--- src/rtl/sum_accumulator.sv ---
// rtl/sum_accumulator.sv - saturating batch accumulator for the adder's 5-bit sum stream
// Collects up to N sums per batch and holds the total/count/overflow until taken downstream.
module sum_accumulator #(
  parameter int N     = 4,
  parameter int ACC_W = 6,
  localparam int CW   = $clog2(N + 1)
) (
  input  logic             clk,
  input  logic             reset,
  input  logic             in_valid,
  input  logic [4:0]       in_sum,
  output logic             in_ready,
  input  logic             flush,
  output logic             out_valid,
  output logic [ACC_W-1:0] out_total,
  output logic [CW-1:0]    out_count,
  output logic             out_ovf,
  input  logic             out_ready
);

  typedef enum logic {ACC, OUT} state_t;

  state_t           r_state;
  state_t           w_state_nxt;
  logic [ACC_W-1:0] r_acc;
  logic [ACC_W-1:0] w_acc_nxt;
  logic [CW-1:0]    r_cnt;
  logic [CW-1:0]    w_cnt_nxt;
  logic             r_ovf;
  logic             w_ovf_nxt;
  logic [ACC_W-1:0] r_out_total;
  logic [CW-1:0]    r_out_count;
  logic             r_out_ovf;
  logic             w_accept;
  logic             w_close;
  logic [ACC_W:0]   w_sum;

  assign in_ready  = (r_state == ACC);
  assign out_valid = (r_state == OUT);
  assign out_total = r_out_total;
  assign out_count = r_out_count;
  assign out_ovf   = r_out_ovf;

  assign w_accept = in_valid & in_ready;
  // One extra bit catches overflow of a single add; the sticky flag covers the rest of the batch.
  assign w_sum    = {1'b0, r_acc} + {{(ACC_W - 4){1'b0}}, in_sum};

  always_comb begin
    w_acc_nxt   = r_acc;
    w_cnt_nxt   = r_cnt;
    w_ovf_nxt   = r_ovf;
    w_state_nxt = r_state;
    w_close     = 1'b0;
    if (w_accept) begin
      w_cnt_nxt = r_cnt + CW'(1);
      if (r_ovf || w_sum[ACC_W]) begin
        w_acc_nxt = '1;
        w_ovf_nxt = 1'b1;
      end else begin
        w_acc_nxt = w_sum[ACC_W-1:0];
      end
    end
    case (r_state)
      ACC: begin
        w_close = (w_accept && (w_cnt_nxt == CW'(N))) || (flush && (w_cnt_nxt != '0));
        if (w_close) w_state_nxt = OUT;
      end
      OUT: begin
        if (out_ready) w_state_nxt = ACC;
      end
      default: w_state_nxt = ACC;
    endcase
  end

  always_ff @(posedge clk or negedge reset) begin
    if (!reset) begin
      r_state <= ACC;
    end else begin
      r_state <= w_state_nxt;
    end
  end

  always_ff @(posedge clk or negedge reset) begin
    if (!reset) begin
      r_acc       <= '0;
      r_cnt       <= '0;
      r_ovf       <= 1'b0;
      r_out_total <= '0;
      r_out_count <= '0;
      r_out_ovf   <= 1'b0;
    end else if (w_close) begin
      r_out_total <= w_acc_nxt;
      r_out_count <= w_cnt_nxt;
      r_out_ovf   <= w_ovf_nxt;
      r_acc       <= '0;
      r_cnt       <= '0;
      r_ovf       <= 1'b0;
    end else begin
      r_acc <= w_acc_nxt;
      r_cnt <= w_cnt_nxt;
      r_ovf <= w_ovf_nxt;
    end
  end

endmodule

--- config.mk ---
export PLATFORM = sky130hd
export DESIGN_NAME = sum_accumulator
export DESIGN_NICKNAME = d
export VERILOG_FILES = /design/src/rtl/sum_accumulator.sv
export SDC_FILE = /design/constraint.sdc
export NUM_CORES = 1
export LEC_CHECK = 0
export CAP_MARGIN = 5
export CORE_ASPECT_RATIO = 0.6
export CORE_MARGIN = 2
export CORE_UTILIZATION = 45
export DETAILED_ROUTE_END_ITERATION = 10
export GPL_ROUTABILITY_DRIVEN = 0
export MAX_ROUTING_LAYER = met4
export PLACE_DENSITY = 0.8
export SETUP_SLACK_MARGIN = 0.05
export SKIP_CTS_REPAIR_TIMING = 1
export SLEW_MARGIN = 20
export SYNTH_ARGS = -nofsm -noshare
export SYNTH_HDL_FRONTEND = slang
export SYNTH_SLANG_ARGS = --single-unit
export TNS_END_PERCENT = 100
--- constraint.sdc ---
create_clock -name clk -period 6.1 [get_ports clk]
set_input_delay 0.915 -clock clk [delete_from_list [all_inputs] [get_ports clk]]
set_output_delay 0.915 -clock clk [all_outputs]
set_load 0.02 [all_outputs]
==> flow_metrics.tcl, run 1 <==
set metrics [dict create \
    ff2ff_setup_slack_ns 3.81 \
    diodes 0 \
    post-place-cells 159 \
    status "finished clean" \
    routed_wirelength_mm 2.336 \
    worst_slack_ns 3.251 \
    tritoncts.num_buffers 3 \
    tightest_slew_ns 0.9272 \
    maxSlewHeadroom_pct 38.00 \
    cts_sinks 21 \
    finalNonFillerCells 163 \
    yosys_register_bits 21 \
    clk_pin_slew_worst_paths_ns 0.08 \
    hpwl_mm 1.825 \
    drt_first_pass_iters 4 \
    rr_startpoint "r_cnt[0]" \
    gr-total-overflow 0 \
    vias 890 \
    antenna_left 0 \
    synth_nets 127 \
    finalSetupViolations 0 \
    p_leak_nw 0.6284 \
    yosys_warnings 0 \
    fp-row-count 13 \
    period_share_pct 46.70 \
    hold_violations 0 \
    finalCriticalPeriod_ns 2.849 \
    portBuffers 21 \
    tns_ns 0 \
    critPathLaunchType "input pin" \
    cap_violations 0 \
    synth_edf_count 0 \
    worstPathMaxFanout 4 \
    ys_top_cells_by_area "dfrtp_1, ha_1, nor2_1" \
    grt_pass1_wl_mm 3.988 \
    hold_path.class "reg2reg" \
    synth_commonest_cells "dfrtp_1, nor2_1, nand2_1, o21ai_0, ha_1" \
    synth_ff_type "dfrtp_1" \
    timing.rr.end "out_total[1]" \
    areaGrowthSynthToFinish_pct 25.89 \
    peakVddDrop_mv 0.2834 \
    rsz0062_at_grt "false" \
    drtIter0Drc 33 \
    synth_area_leader_cell "dfrtp_1" \
    wl_per_cell_um 14.33 \
    start_util_pct 49.02 \
    final_nets 151 \
    cts_tree "built" \
    grt_max_degree 22 \
    syn-cell-area_mm2 0.001092 \
    ys_seq_area_share_pct 48.11 \
    grt_use_total_pct 19.31 \
    antenna_found_initial 0 \
    drv_slew 0 \
    cp.required_ns 6.20 \
    clockBufferDepth 2 \
    die_x_um 67.61 \
    syn_avg_cell_area_um2 9.930 \
    cp-endpoint "out_total[3]" \
    cp-startpoint "in_sum[0]" \
    die_h_um 42.16 \
    grt_pass1_vias 896 \
    syn_inst 110 \
    crit_path_end_kind "register" \
    crit_type "in2reg" \
    synth_top_area_share_pct 48.11 \
    clock_skew_ns 0.004927 \
    cts_root_buffer "clkbuf_8" \
    drc 0 \
    async_reset_ff_share_pct 100.0 \
    dpl_cell_area_mm2 0.001326 \
    post-place-ws_ns 2.974 \
    ys_types 32 \
    holdWs_ns 0.4775 \
    final_design_area_no_fill_mm2 0.001375 \
    vias_per_cell 5.460 \
    rr_worst_depth 6 \
    core_mm2 0.002228 \
    yosysMostFrequentCell "dfrtp_1" \
    h-tree-depth 1 \
    clk_latency_ns 0.26 \
    drive_gt1_share_pct 7.519 \
    arrival_ns 2.95 \
    fmax_ghz 0.3510 \
    power_density_mw_per_mm2 538.9 \
    fp.dieArea_mm2 0.002850 \
    num_io_pins 22 \
]
area by class of cell:
| class | instances | area, um2 |
|---|---|---|
| Fill cell | 174 | 853.3 |
| Tap cell | 30 | 37.54 |
| Multi-Input combinational cell | 82 | 530.5 |
| Clock buffer | 3 | 41.29 |
| Timing Repair Buffer | 22 | 217.7 |
| Clock inverter | 1 | 7.507 |
| Sequential cell | 21 | 525.5 |
| Inverter | 4 | 15.01 |
worst max-delay path, cell delays in order:
cell	delay [ns]
clkdlybuf4s50_1	0.40
ha_1	0.22
fa_1	0.43
a21o_1	0.21
a31o_2	0.25
a21o_1	0.21
o22ai_1	0.18
o21ai_0	0.12
state kept, by name, indices dropped and copies added (netlist names):
signal,cells
out_count,3
r_cnt,3
out_valid,1
out_ovf,1
out_total,6
r_ovf,1
r_acc,6
how the worst min path moves through the flow:
stage,startpoint,to,slack [ns],cells after the start
after floorplan,r_ovf,r_ovf,0.50,2
after global placement,out_count[2],out_count[2],0.46,2
after detailed placement,out_count[2],out_count[2],0.47,2
after CTS,out_count[2],out_count[2],0.49,2
after global routing,out_total[2],out_total[2],0.52,2
final,out_count[2],out_count[2],0.48,2
layer usage:
layer	track usage (%)	routed length (um)	up-vias
met3	6.989	120	2
met1	25.09	1106	433
li1	-	-	428
met4	4.490	14	0
met5	-	0	-
met2	28.82	1094	27
metrics by stage:
| step | util [%] | power [mW] |
|---|---|---|
| floorplan | - | 0.5122 |
| global placement | 59.52 | 0.6315 |
| detailed placement | 59.52 | 0.6513 |
| CTS | 61.71 | 0.7449 |
| global route | 61.71 | 0.8071 |
| finish | 61.71 | 0.7410 |
report_power, final:
group / switching (mW) / total, mW / internal (mW)
sequential: 0.0451 / 0.245 / 0.200
clock: 0.0452 / 0.0913 / 0.0461
combinational: 0.224 / 0.404 / 0.180
total: 0.315 / 0.741 / 0.426
cells by family after synthesis:
kind of cell	count (synthesis)	share of synthesized area (%)
buf+inv	7	3.321
mux	2	1.833
xor+xnor	5	4.010
flops	21	48.11
fa+ha+maj	7	8.706
compound gates	29	17.18
simple gates	39	16.84
layout by cell type, fill, tap and decap left out, types with 2 or more instances in the layout:
master	Yosys	routed
dfrtp_1	21	21
a31o_2	2	2
nand3b_1	2	2
clkdlybuf4s50_1	0	21
nand2_1	11	11
a21o_1	3	3
a21oi_1	4	4
nor2_1	16	16
mux2i_1	2	2
xor2_1	3	3
ha_1	6	6
o21ai_0	9	9
inv_1	4	4
xnor2_1	2	2
nand3_1	3	3
clkbuf_8	0	3
o22ai_1	4	4
Note: power is estimated with default switching activity, not from simulation.
==> run 2, diff against run 1 <==
--- a/config.mk
+++ b/config.mk
@@ -12,7 +12,7 @@
 export DETAILED_ROUTE_END_ITERATION = 10
 export GPL_ROUTABILITY_DRIVEN = 0
 export MAX_ROUTING_LAYER = met4
-export PLACE_DENSITY = 0.8
+export PLACE_DENSITY = 0.83
 export SETUP_SLACK_MARGIN = 0.05
 export SKIP_CTS_REPAIR_TIMING = 1
 export SLEW_MARGIN = 20
==> constraint.sdc (replaced) <==
create_clock -name clk -period 2.4 [get_ports clk]
set_input_delay 0.36 -clock clk [delete_from_list [all_inputs] [get_ports clk]]
set_output_delay 0.36 -clock clk [all_outputs]
set_load 0.02 [all_outputs]
==> run 2 against run 1 <==
Clock power grew to 2.7 times the previous value. Combinational power rose to 2.6 times the previous value. First-iteration DRC count is 9.1% higher. Final cell count increased by 2.5%. Sequential power rose to 2.5 times the previous value. Sequential share of layout area is 0.82 points lower. Die area did not move. Critical endpoint unchanged. Register-to-register slack got worse by 3.5 ns. Global-route usage increased by 0.67 points. Via count grew 1.1%. Sequential cell count unchanged. Critical path depth is the same.
==> flow_metrics.tcl, run 2 (same netlist as run 1, synthesis figures left out) <==
set metrics [dict create \
    status "finished clean" \
    diodes 0 \
    worstPathMaxFanout 4 \
    routed_wirelength_mm 2.343 \
    ff2ff_setup_slack_ns 0.31 \
    final_nets 155 \
    drive_gt1_share_pct 10.22 \
    gr-total-overflow 0 \
    final_design_area_no_fill_mm2 0.001405 \
    vias_per_cell 5.389 \
    dpl_cell_area_mm2 0.001356 \
    tightest_slew_ns 0.4149 \
    num_io_pins 22 \
    cts_sinks 21 \
    start_util_pct 49.02 \
    clockBufferDepth 2 \
    clock_skew_ns 0.002600 \
    grt_max_degree 22 \
    cp.required_ns 2.55 \
    crit_path_end_kind "register" \
    holdWs_ns 0.4395 \
    wl_per_cell_um 14.03 \
    rr_worst_depth 7 \
    timing.rr.end "out_total[3]" \
    die_h_um 42.16 \
    areaGrowthSynthToFinish_pct 28.64 \
    period_share_pct 92.20 \
    critPathLaunchType "input pin" \
    drc 0 \
    peakVddDrop_mv 0.6131 \
    post-place-cells 163 \
    grt_use_total_pct 19.98 \
    hold_violations 0 \
    drtIter0Drc 36 \
    finalCriticalPeriod_ns 2.213 \
    fp.dieArea_mm2 0.002850 \
    antenna_found_initial 0 \
    tns_ns 0 \
    fp-row-count 13 \
    die_x_um 67.61 \
    h-tree-depth 1 \
    rsz0062_at_grt "false" \
    portBuffers 21 \
    maxSlewHeadroom_pct 72.34 \
    total_power_mw 1.917 \
    core_mm2 0.002228 \
    arrival_ns 2.36 \
    power_density_mw_per_mm2 1364 \
    grt_pass1_vias 867 \
    drt_first_pass_iters 4 \
    hold_path.class "in2async" \
    crit_type "in2reg" \
    finalSetupViolations 0 \
    drv_slew 0 \
    cts_root_buffer "clkbuf_8" \
    cap_violations 0 \
    most-common-layout-cells "clkdlybuf4s50_1, dfrtp_1, nor2_1, nand2_1, o21ai_0" \
    rr_startpoint "r_acc[0]" \
    vias 900 \
    p_leak_nw 0.6485 \
    fmax_ghz 0.4519 \
    cts_tree "built" \
    tritoncts.num_buffers 3 \
    antenna_left 0 \
    clk_latency_ns 0.27 \
    hpwl_mm 1.848 \
    finalNonFillerCells 167 \
    clk_pin_slew_worst_paths_ns 0.08 \
    grt_pass1_wl_mm 3.960 \
]
[run 2: cell count changes in the layout (fill, tap and decap cells not counted)]
| cell | change |
|---|---|
| buf_4 | +4 |
[run 2: layout make-up]
cell class | count | area, um2
sequential | 21 | 525.5
multi-input combinational | 82 | 530.5
inverter | 4 | 15.01
tap | 30 | 37.54
timing repair buffer | 26 | 247.7
clock inverter | 1 | 7.507
clock buffer | 3 | 41.29
fill | 200 | 823.3
[run 2: worst max-delay path by stage]
stage / cells past startpoint / start / slack [ns] / end
after floorplan: 6 / in_sum[0] / 0.37 / r_acc[5]
after global placement: 7 / in_sum[0] / -0.07 / out_total[5]
after detailed placement: 7 / in_sum[0] / -0.09 / r_acc[5]
after CTS: 7 / in_sum[0] / 0.18 / r_acc[5]
after global routing: 7 / in_sum[0] / 0.09 / r_acc[5]
final: 8 / in_sum[0] / 0.19 / out_total[3]
[run 2: power breakdown]
part	leakage [nW]	internal, mW	switching [mW]	total [mW]
combinational	0.359	0.480	0.568	1.05
sequential	0.268	0.509	0.115	0.623
clock	0.0217	0.118	0.128	0.246
[run 2: critical path, cell delays in order]
cell,delay [ns]
clkdlybuf4s50_1,0.40
ha_1,0.22
fa_1,0.39
a21o_1,0.21
a31o_2,0.25
a21o_1,0.22
o22ai_1,0.18
o21ai_0,0.12
[run 2: metal layers]
metal  vias to the layer above  share of wire [%]  GRT usage, %
met5                         -                  0             -
met1                       426                 48         26.03
met2                        27                 45         29.80
met3                         6                5.4         6.183
met4                         0                1.5         6.122
li1                        441                  -             -
[run 2: per-stage QoR]
stage,util (%),worst slack [ns]
floorplan,-,0.3746
global placement,60.86,-0.06967
detailed placement,60.86,-0.08905
CTS,63.05,0.1779
global route,63.05,0.09290
finish,63.05,0.1871
==> run 3, diff against run 2 <==
--- a/config.mk
+++ b/config.mk
@@ -12,7 +12,8 @@
 export DETAILED_ROUTE_END_ITERATION = 10
 export GPL_ROUTABILITY_DRIVEN = 0
 export MAX_ROUTING_LAYER = met4
-export PLACE_DENSITY = 0.83
+export PLACE_DENSITY = 0.8
+export RECOVER_POWER = 50
 export SETUP_SLACK_MARGIN = 0.05
 export SKIP_CTS_REPAIR_TIMING = 1
 export SLEW_MARGIN = 20
==> constraint.sdc (replaced) <==
create_clock -name clk -period 2.8 [get_ports clk]
set_input_delay 0.42 -clock clk [delete_from_list [all_inputs] [get_ports clk]]
set_output_delay 0.42 -clock clk [all_outputs]
set_load 0.02 [all_outputs]
==> run 3 against run 2 <==
First-iteration DRC count increased by 110%. Sequential power decreased by 13%. Register-to-register slack improved by 0.29 ns. Via count decreased by 0.22%. Sequential share of layout area increased by 0.68 points. Setup slack improved by 0.21 ns. Critical path depth unchanged. Total power decreased by 16%. Sequential cell count unchanged. Clock power decreased by 20%. Core utilization decreased by 1.1 points. Die area unchanged. Critical endpoint is now out_total[0].
==> flow_metrics.tcl, run 3 (same netlist as run 1, synthesis figures left out) <==
set metrics [dict create \
    status "finished clean" \
    fp-row-count 13 \
    drt_first_pass_iters 6 \
    switching_power_uw 688.3 \
    power_density_mw_per_mm2 1167 \
    holdWs_ns 0.4733 \
    worst_slack_ns 0.4015 \
    cts_tree "built" \
    intPower_uw 922.3 \
    peakVddDrop_mv 0.6399 \
    clk_latency_ns 0.26 \
    grt_max_degree 22 \
    tns_ns 0 \
    crit_path_end_kind "register" \
    cts_root_buffer "clkbuf_8" \
    finalCriticalPeriod_ns 2.399 \
    most-common-layout-cells "dfrtp_1, nor2_1, clkdlybuf4s50_1, nand2_1, o21ai_0" \
    areaGrowthSynthToFinish_pct 26.35 \
    final_common_cell "dfrtp_1" \
    h-tree-depth 1 \
    num-fill-cells 187 \
    vias 898 \
    core_mm2 0.002228 \
    arrival_ns 2.54 \
    grt_pass1_vias 906 \
    seqPwrFrac_pct 33.5 \
    cp_slowest_cell "fa_1" \
    min_path_cells 2 \
    portBuffers 21 \
    cap_violations 0 \
    start_util_pct 49.02 \
    crit_top_cell "a21o_1" \
    clockBufferDepth 2 \
    clkPwrFrac_pct 12.2 \
    p_leak_nw 0.6503 \
    drc 0 \
    hold_path.class "reg2reg" \
    drtIter0Drc 74 \
    grt_pass1_wl_mm 4.119 \
    critPathLaunchType "input pin" \
    tightest_slew_ns 0.9514 \
    antenna_found_initial 0 \
    slowest_delay_ns 0.43 \
    pwr-share-comb_pct 54.3 \
    clock_skew_ns 0.003599 \
    hpwl_mm 1.879 \
    num_io_pins 22 \
    crit_type "in2reg" \
    wl_per_cell_um 14.49 \
    rsz0062_at_grt "false" \
    fmax_ghz 0.4169 \
    diodes 0 \
    grt_use_total_pct 20.43 \
    hold_violations 0 \
    cp.required_ns 2.94 \
    antenna_left 0 \
    routed_wirelength_mm 2.377 \
    clk_pin_slew_worst_paths_ns 0.07 \
    drive_gt1_share_pct 8.209 \
    vias_per_cell 5.476 \
    gr-total-overflow 0 \
    post-place-ws_ns 0.1088 \
    final_nets 152 \
    period_share_pct 85.66 \
    worstPathMaxFanout 4 \
    post-route-util_pct 61.93 \
    die_x_um 67.61 \
    die_h_um 42.16 \
    drv_slew 0 \
    rr_worst_depth 6 \
    tritoncts.num_buffers 3 \
    finalSetupViolations 0 \
    maxSlewHeadroom_pct 36.36 \
    cts_sinks 21 \
    switching_share_pct 42.74 \
    crit_chain "clkdlybuf4s50_1, ha_1, fa_1, a21o_1, a31o_2, a21o_1, o22ai_1, o21ai_0" \
    fp.dieArea_mm2 0.002850 \
]
## run 3: final cells by class
cell class | instances | area, um2 | area share, %
clock buffers | 3 | 41.29 | 2.992
clock inverters | 1 | 5.005 | 0.3626
inverters | 4 | 15.01 | 1.088
multi-input cells | 82 | 530.5 | 38.44
flip-flops and latches | 21 | 525.5 | 38.08
well taps | 30 | 37.54 | 2.720
repair buffers | 23 | 225.2 | 16.32
## run 3: path summary, 6_finish.rpt
check | startpoint | endpoint | slack (ns)
worst min-delay path | out_count[2] | out_count[2] | 0.47
worst max-delay path | in_sum[0] | out_total[0] | 0.40
worst min register to register | out_count[2] | out_count[2] | 0.47
worst max register to register | r_cnt[0] | r_acc[4] | 0.60
max in group asynchronous | reset | out_total[3] | 1.47
min in group asynchronous | reset | out_total[4] | 0.75
## run 3: per-stage QoR
stage	instances	power, mW	cell area [um2]
after floorplan	110	1.116	1092
after global placement	160	1.386	1334
after CTS	164	1.634	1380
final	164	1.611	1380
after detailed placement	160	1.429	1334
after global routing	164	1.753	1380
## run 3: power groups by stage
stage	clock, mW	sequential (mW)	combinational [mW]
CTS	0.203	0.539	0.891
detailed placement	0	0.543	0.886
global placement	0	0.535	0.851
finish	0.197	0.539	0.875
floorplan	0	0.606	0.510
global route	0.218	0.557	0.978
## run 3: critical path, delay by kind of cell
family,cells,cell delay (ns)
adders and majority gates,2,0.66
AOI/OAI and AO/OA,5,1.04
buffers and inverters,1,0.41
## run 3: metal layers
layer / part of all wire [%] / up-vias / GRT usage [%]
met1: 45 / 430 / 24.57
met5: 0 / - / -
met3: 6.6 / 3 / 6.452
met4: 0.67 / 0 / 4.898
li1: - / 433 / -
met2: 48 / 32 / 33.33
